$ cat src/rtl/pmem_arbiter_pkg.sv
// Shared types for the physical-memory arbiter.
//
// Contents:
//   pmem_arb_state_t  arbiter FSM states
//   requester_t       which side holds (or last held) the memory port
//   line_t / addr_t   line and address types at the default widths
//   tieWinner()       picks the winner when both sides request in IDLE
//
// Build option: define PMEM_ARB_ROUND_ROBIN_EN to alternate the winner of
// contested requests. Without it, the data side always wins a tie.
package pmem_arb_types;

  localparam int unsigned DEFAULT_ADDR_WIDTH = 32;
  localparam int unsigned DEFAULT_LINE_WIDTH = 256;

`ifdef PMEM_ARB_ROUND_ROBIN_EN
  localparam bit ROUND_ROBIN_EN = 1'b1;
`else
  localparam bit ROUND_ROBIN_EN = 1'b0;
`endif

  typedef enum logic [1:0] {
    IDLE,
    GRANT_I,
    GRANT_D,
    RELEASE
  } pmem_arb_state_t;

  typedef enum logic {
    REQ_I,
    REQ_D
  } requester_t;

  typedef logic [DEFAULT_LINE_WIDTH-1:0] line_t;
  typedef logic [DEFAULT_ADDR_WIDTH-1:0] addr_t;

  // With round-robin, the side that did not hold the port last wins.
  // Otherwise the data side wins, so a dirty write-back is never starved
  // by back-to-back instruction fetches.
  function automatic requester_t tieWinner(input requester_t lastGrant,
                                           input bit rrEn);
    if (!rrEn) begin
      return REQ_D;
    end
    return (lastGrant == REQ_D) ? REQ_I : REQ_D;
  endfunction

endpackage

$ cat src/rtl/pmem_arbiter_control.sv
// Arbitration FSM for the physical-memory port, plus the last_grant record.
//
// Ports:
//   clk_i, rst_i     clock, synchronous active-high reset
//   iReq_i           I-cache is requesting a line read
//   dReq_i           data side is requesting a line read or write
//   pmemResp_i       memory finished the current transfer
//   grantI_o         I-cache owns the memory port this cycle
//   grantD_o         data side owns the memory port this cycle
//
// Build option: PMEM_ARB_ROUND_ROBIN_EN (see pmem_arb_types).
module pmem_arbiter_control
  import pmem_arb_types::*;
(
  input  logic clk_i,
  input  logic rst_i,
  input  logic iReq_i,
  input  logic dReq_i,
  input  logic pmemResp_i,
  output logic grantI_o,
  output logic grantD_o
);

  pmem_arb_state_t state_q, state_d;
  requester_t      lastGrant_q, lastGrant_d;

  // State and last_grant registers. last_grant resets to D so that the
  // first contested grant under round-robin goes to the I-cache.
  always_ff @(posedge clk_i) begin
    if (rst_i) begin
      state_q     <= IDLE;
      lastGrant_q <= REQ_D;
    end else begin
      state_q     <= state_d;
      lastGrant_q <= lastGrant_d;
    end
  end

  // Next-state logic. A grant is held for the whole line transfer; the
  // response takes priority over a dropped request in the same cycle,
  // because a well-behaved requester holds its request until resp.
  // RELEASE gives the requester one quiet cycle to change its request.
  always_comb begin
    state_d     = state_q;
    lastGrant_d = lastGrant_q;
    case (state_q)
      IDLE: begin
        if (iReq_i && dReq_i) begin
          if (tieWinner(lastGrant_q, ROUND_ROBIN_EN) == REQ_I) begin
            state_d     = GRANT_I;
            lastGrant_d = REQ_I;
          end else begin
            state_d     = GRANT_D;
            lastGrant_d = REQ_D;
          end
        end else if (dReq_i) begin
          state_d     = GRANT_D;
          lastGrant_d = REQ_D;
        end else if (iReq_i) begin
          state_d     = GRANT_I;
          lastGrant_d = REQ_I;
        end
      end
      GRANT_I: begin
        if (pmemResp_i) begin
          state_d = RELEASE;
        end else if (!iReq_i) begin
          state_d = IDLE;
        end
      end
      GRANT_D: begin
        if (pmemResp_i) begin
          state_d = RELEASE;
        end else if (!dReq_i) begin
          state_d = IDLE;
        end
      end
      RELEASE: state_d = IDLE;
      default: state_d = IDLE;
    endcase
  end

  assign grantI_o = (state_q == GRANT_I);
  assign grantD_o = (state_q == GRANT_D);

endmodule

$ cat src/rtl/pmem_arbiter.sv
// Two-requester arbiter sharing one physical-memory port between the
// I-cache and the data side (victim cache control). One grant covers a
// whole line transfer; the memory response goes only to the granted side.
//
// Ports:
//   clk, rst                                 clock, sync active-high reset
//   i_pmem_read/address, i_pmem_rdata/resp   I-cache side
//   d_pmem_read/write/address/wdata,
//   d_pmem_rdata/resp                        data side
//   pmem_read/write/address/wdata,
//   pmem_rdata/resp                          physical memory
//
// Build option: define PMEM_ARB_ROUND_ROBIN_EN for round-robin tie
// breaking; the default build gives ties to the data side.
module pmem_arbiter
  import pmem_arb_types::*;
#(
  parameter int unsigned ADDR_WIDTH = DEFAULT_ADDR_WIDTH,
  parameter int unsigned LINE_WIDTH = DEFAULT_LINE_WIDTH
) (
  input  logic                  clk,
  input  logic                  rst,
  input  logic                  i_pmem_read,
  input  logic [ADDR_WIDTH-1:0] i_pmem_address,
  output logic [LINE_WIDTH-1:0] i_pmem_rdata,
  output logic                  i_pmem_resp,
  input  logic                  d_pmem_read,
  input  logic                  d_pmem_write,
  input  logic [ADDR_WIDTH-1:0] d_pmem_address,
  input  logic [LINE_WIDTH-1:0] d_pmem_wdata,
  output logic [LINE_WIDTH-1:0] d_pmem_rdata,
  output logic                  d_pmem_resp,
  output logic                  pmem_read,
  output logic                  pmem_write,
  output logic [ADDR_WIDTH-1:0] pmem_address,
  output logic [LINE_WIDTH-1:0] pmem_wdata,
  input  logic [LINE_WIDTH-1:0] pmem_rdata,
  input  logic                  pmem_resp
);

  logic grantI;
  logic grantD;

  pmem_arbiter_control u_control (
    .clk_i      (clk),
    .rst_i      (rst),
    .iReq_i     (i_pmem_read),
    .dReq_i     (d_pmem_read | d_pmem_write),
    .pmemResp_i (pmem_resp),
    .grantI_o   (grantI),
    .grantD_o   (grantD)
  );

  // Command mux. Nothing is latched: the owner must keep its request and
  // address stable until resp. A write beats a simultaneous read on the
  // data side (that combination is a protocol violation).
  always_comb begin
    pmem_read    = 1'b0;
    pmem_write   = 1'b0;
    pmem_address = '0;
    pmem_wdata   = '0;
    if (grantI) begin
      pmem_read    = i_pmem_read;
      pmem_address = i_pmem_address;
    end else if (grantD) begin
      pmem_read    = d_pmem_read & ~d_pmem_write;
      pmem_write   = d_pmem_write;
      pmem_address = d_pmem_address;
      pmem_wdata   = d_pmem_wdata;
    end
  end

  // Response steering is combinational; a resp outside a grant is dropped.
  assign i_pmem_resp  = grantI & pmem_resp;
  assign d_pmem_resp  = grantD & pmem_resp;

  // Both sides see memory read data; each qualifies it with its own resp.
  assign i_pmem_rdata = pmem_rdata;
  assign d_pmem_rdata = pmem_rdata;

endmodule

$ cat config.mk
export PLATFORM = sky130hd
export DESIGN_NAME = pmem_arbiter
export DESIGN_NICKNAME = d
export VERILOG_FILES = /design/src/rtl/pmem_arbiter_pkg.sv /design/src/rtl/pmem_arbiter_control.sv /design/src/rtl/pmem_arbiter.sv
export SDC_FILE = /design/constraint.sdc
export NUM_CORES = 1
export LEC_CHECK = 0
export CELL_PAD_IN_SITES_DETAIL_PLACEMENT = 0
export CELL_PAD_IN_SITES_GLOBAL_PLACEMENT = 1
export CORE_AREA = 2 2 539 541
export CTS_CLUSTER_DIAMETER = 30
export DETAILED_ROUTE_END_ITERATION = 7
export DIE_AREA = 0 0 541 543
export GPL_TIMING_DRIVEN = 0
export HOLD_SLACK_MARGIN = 0.1
export PLACE_DENSITY = 0.36
export SKIP_LAST_GASP = 1
export SYNTH_ARGS = -nofsm -noshare
export SYNTH_HDL_FRONTEND = slang
export SYNTH_SLANG_ARGS = --single-unit
$ cat constraint.sdc
create_clock -name clk -period 4.3 [get_ports clk]
set_input_delay 0.86 -clock clk [delete_from_list [all_inputs] [get_ports clk]]
set_output_delay 0.86 -clock clk [all_outputs]
set_load 0.01 [all_outputs]
* After elaboration in Yosys (flattened, before gate mapping)
Index checks and enable logic that the tools add are counted.
** Cells by class
- Bitwise gates (word level) :: 5
- Muxes and demuxes :: 27
- Reductions and logical operators :: 5
- Equality and inequality tests :: 6
** Operators by type and width (count)
- $mux 256 :: 2
- $mux 32 :: 2
- $mux 2 :: 8
- $mux 1 :: 14
- $pmux 2 s4 :: 1
- $ne 3x3->1 const B :: 2
- $eq 2x2->1 const B :: 2
- $ne 4x2->1 const B :: 1
- $and 1x1->1 :: 3
- $reduce_and 3->1 :: 1
- $reduce_bool 3->1 :: 1
- $eq 2x1->1 const B :: 1
- $logic_not 2->1 :: 1
- $reduce_and 2->1 :: 1
- $logic_and 1x1->1 :: 1
- $not 1->1 :: 1
- $or 1x1->1 :: 1
** Word-level totals
- Bits of input ports :: 582
- Output and inout bits :: 804
- Word-level logic and storage cells :: 45
- Bits in registers :: 3

* Logic depth before layout (Yosys ltp)
- Word-level depth :: 10
- Depth in mapped cells :: 7
- Depth with buffers taken out :: 5

* Modules after synthesis
A second synthesis with hierarchy kept.
** Unflattened totals
- Cells, all modules :: 862
- Area total of the unflattened synthesis :: 6271.0 um^2
** Modules (own cells, without submodules)
- pmem_arbiter :: times used 1, sequential area each 0.0 um^2, area each 6094.6 um^2, cells an instance 843
- pmem_arbiter_control :: times used 1, sequential area each 40.0 um^2, area each 176.4 um^2, cells an instance 19

* Worst setup path after synthesis
Ideal clock, no wire load.
- Path kind :: reg-to-output
- Start :: reg u_control.state_q[1]
- End :: out pmem_address[22]
- Setup slack :: 2.145 ns
- Path buffers :: 3
- Required time :: 3.440 ns
- Arrival :: 1.295 ns
- Stages on the path, launching flop included :: 8
- Cell sequence :: dfxtp_1 > inv_1 > ha_1 > buf_2 > nor2b_1 > buf_2 > buf_2 > a22o_1
** Between the ends
- Word-level cells in the longest chain between the ends :: 3
- Elaborated cells on any way between the ends :: 4
- Those cells by class :: eq/ne: 2; mux: 2
** RTL lines
- from (decl) :: RTL line pmem_arbiter_control.sv:24 : pmem_arb_state_t state_q, state_d;
- from (signal assigned) :: RTL line pmem_arbiter_control.sv:34 : state_q <= state_d;
- $eq 2x2->1 :: RTL line pmem_arbiter_control.sv:84 : assign grantD_o = (state_q == GRANT_D);
- $mux 32 :: RTL line pmem_arbiter.sv:65 : end else if (grantD) begin
- $mux 32 * :: RTL line pmem_arbiter.sv:62 : if (grantI) begin
- to (decl) :: RTL line pmem_arbiter.sv:35 : output logic [ADDR_WIDTH-1:0] pmem_address,
Mark *: on every way between the ends. The rest lies on a longest branch, timed or not.

* Worst setup path after layout
- Start :: reg u_control.state_q[1]
- End :: out pmem_wdata[187]
** Between the ends
- Word-level cells in the longest chain between the ends :: 3
- Elaborated cells on any way between the ends :: 4
- Those cells by class :: eq/ne: 2; mux: 2
** RTL lines
- $eq 2x2->1 :: RTL line pmem_arbiter_control.sv:84
- $mux 256 :: RTL line pmem_arbiter.sv:65
- $mux 256 * :: RTL line pmem_arbiter.sv:62
- to (decl) :: RTL line pmem_arbiter.sv:36 : output logic [LINE_WIDTH-1:0] pmem_wdata,
Marks and branches as above.

==> impl_metrics.env <==
export IMPL_clk_latency_ps=220
export IMPL_critPathRequiredTime_ps=3440
export IMPL_vdd_ir_drop_max_mv=0.0971
export IMPL_cp_max_fo=10
export IMPL_grt_ovfl_total=0
export IMPL_die_h_um=543
export IMPL_hold_depth=2
export IMPL_htreeDepth=1
export IMPL_synth_async_reset_ratio=0
export IMPL_start_util=0.0214
export IMPL_drt_wirelength_per_cell_um=31.8
export IMPL_cts_tree="built"
export IMPL_fin_skew_ps=1.09
export IMPL_synth_xor_area_frac=0
export IMPL_start_kind="flop"
export IMPL_synthTopCellsByCount="buf_4 (514), and2_1 (259), a22o_1 (32), clkbuf_2 (24), buf_2 (6)"
export IMPL_yosys_area_top_type="buf_4"
export IMPL_ys_ff_latch=2
export IMPL_met3WireLength_um=30900
export IMPL_slew_viol_final=0
export IMPL_cts_sinks=2
export IMPL_largest_reg_flops=2
export IMPL_power_density_nw_per_um2=194
export IMPL_placed_area_um2=22200
export IMPL_reg2reg_depth=6
export IMPL_syn_nets=1450
export IMPL_core_um2=287000
export IMPL_synth_avg_cell_area_um2=7.13
export IMPL_finalCritPeriodShare=0.946
export IMPL_place_ws_ps=-172
export IMPL_ys_flop_type="dfxtp_1"
export IMPL_grt_max_degree=11
export IMPL_postSynthCellCount=864
export IMPL_path_class="reg -> out"
export IMPL_post_synth_top_count_cell="buf_4"
export IMPL_fillCellCount=33700
export IMPL_rsz0062_at_grt="false"
export IMPL_hold_buffers=0
export IMPL_syn_area_um2=6160
export IMPL_endpoint_kind="output port"
export IMPL_viasPerCell=1.89
export IMPL_synth_top_area_share=0.627
export IMPL_drive_above_1_share=0.277
export IMPL_areaGrowthSynthToFinish_pct=263
export IMPL_design_area_um2=22300
export IMPL_place_gp_congestion=0.991
export IMPL_synthSimpleGateAreaFrac=0.272
export IMPL_top_layer="met5"
export IMPL_ant_nets=0
export IMPL_drt_pre_antenna_iters=7
export IMPL_timing_fmax_mhz=246
export IMPL_cp_arrival_ps=3210
export IMPL_synth_cell_types=23
export IMPL_die_width_um=541
export IMPL_cts_buffers=3
export IMPL_fp_row_count=197
export IMPL_die_area_um2=294000
export IMPL_pin_count=1386
export IMPL_p_leak_uw=0.00792
export IMPL_max_slew_worst_pin_slew_ps=852
export IMPL_layout_min_cycle_time_ps=4070
export IMPL_dpl_hpwl_um=179000
export IMPL_antenna_found_initial=159
export IMPL_cts_setup_buffers=0
export IMPL_routed_wl_met2_um=76000
export IMPL_largest_register="u_control.state_q"
export IMPL_grt_util_all_layers=0.119
export IMPL_finalSetupViolCount=0
export IMPL_setup_ws_ps=233
export IMPL_synth_compound_area_frac=0.0577
export IMPL_cts_resized=4
export IMPL_first_iter_violations=476
export IMPL_reg_largest_list="u_control.state_q (2)"
export IMPL_drc=0
export IMPL_synthAdderAreaFrac=0.00813
export IMPL_clockRootBuffer="clkbuf_16"
export IMPL_holdCritPathClass="reg -> reg"
export IMPL_cts_max_path_buffers=2
export IMPL_slew_limit_headroom=0.430
export IMPL_nets=2584
export IMPL_grt_pass1_vias=10800
export IMPL_vias=11000
export IMPL_hold_viol_final=0
export IMPL_synth_top_family_by_area="buffers and inverters"
export IMPL_ys_seq_area_frac=0.00650
export IMPL_routed_wl_um=184000
export IMPL_cap_violations=0
export IMPL_muxShareOfSynthArea=0
export IMPL_clk_pin_slew_ps=30
export IMPL_yosys_warnings=0
export IMPL_wl_met1_um=74200
export IMPL_status="complete, no violations"
export IMPL_grt_pass1_wl_um=206000
export IMPL_synth_edff_count=0
export IMPL_port_buffers=1129
export IMPL_synthTopCellsByArea="buf_4 (63%), and2_1 (26%), a22o_1 (4.6%)"
[final cells by class]
| type | count | area (um^2) | area share |
|---|---|---|---|
| Timing Repair Buffer | 1129 | 11300 | 0.506 |
| Tap cell | 3781 | 4730 | 0.212 |
| Buffer | 548 | 4030 | 0.180 |
| Multi-Input combinational cell | 311 | 2080 | 0.0933 |
| Clock buffer | 3 | 75.1 | 0.00336 |
| Antenna cell | 23 | 57.6 | 0.00258 |
| Sequential cell | 2 | 40.0 | 0.00179 |
| Inverter | 3 | 11.3 | 0.000504 |
[path summary, 6_finish.rpt]
path	start	end	slack [ps]
worst max-delay path	u_control.state_q[1]	pmem_wdata[187]	230
worst min-delay path	u_control.state_q[0]	u_control.state_q[0]	580
worst max register to register	u_control.state_q[1]	u_control.state_q[0]	2530
worst min register to register	u_control.state_q[0]	u_control.state_q[0]	580
[per-layer routing]
layer,vias to the layer above,track usage
met1,4876,0.142
met3,296,0.0838
met5,-,0
met4,66,0.0114
li1,4436,-
met2,1276,0.179
[critical path: stages (launching register included)]
cell and delay, ps:
dfxtp_1 320, inv_1 90, ha_1 210, and2b_2 490
buf_4 340, clkbuf_2 240, and2_1 330, clkdlybuf4s50_1 910
[placed cells by master (no fill, tap or decap)]
master           Yosys  routed
clkbuf_16            0       3
o211ai_2             1       1
or4b_4               1       1
nor2_1               2       2
nand2b_1             1       1
buf_4              514     516
o2bb2ai_2            1       1
a21oi_1              1       1
and2b_2              0       1
a32o_1               1       1
o21a_1               2       2
buf_2                6       4
ha_1                 4       4
a221oi_1             1       1
a22o_1              32      32
diode_2              0      23
and3b_1              1       1
dfxtp_1              2       2
o221ai_1             1       1
nand3b_1             1       1
clkbuf_1             4       3
nor2b_1              1       1
clkbuf_2            24      25
inv_1                3       3
and2_1             259     259
clkdlybuf4s50_1      0    1129
[kinds of logic after synthesis]
| kind of cell | after synthesis |
|---|---|
| compound gates | 40 |
| buf+inv | 551 |
| flops | 2 |
| fa+ha+maj | 4 |
| simple gates | 267 |
[where the power goes]
part	internal, uW	switching, uW
logic	1970	2190
registers	23.1	2.71
clock network	118	22.0
total	2120	2220
[through the flow]
stage | cells | power (uW) | TNS (ps) | hold slack (ps) | util
after floorplan | 864 | 1310 | 0 | 510 | -
after global placement | 5774 | 4320 | -904 | 573 | 0.0772
after detailed placement | 5774 | 4290 | -1060 | 572 | 0.0772
after CTS | 5777 | 4470 | 0 | 579 | 0.0775
after global routing | 5780 | 4590 | 0 | 608 | 0.0775
final | 5800 | 4330 | 0 | 583 | 0.0777
No activity file was read; power rests on OpenSTA's default activity.
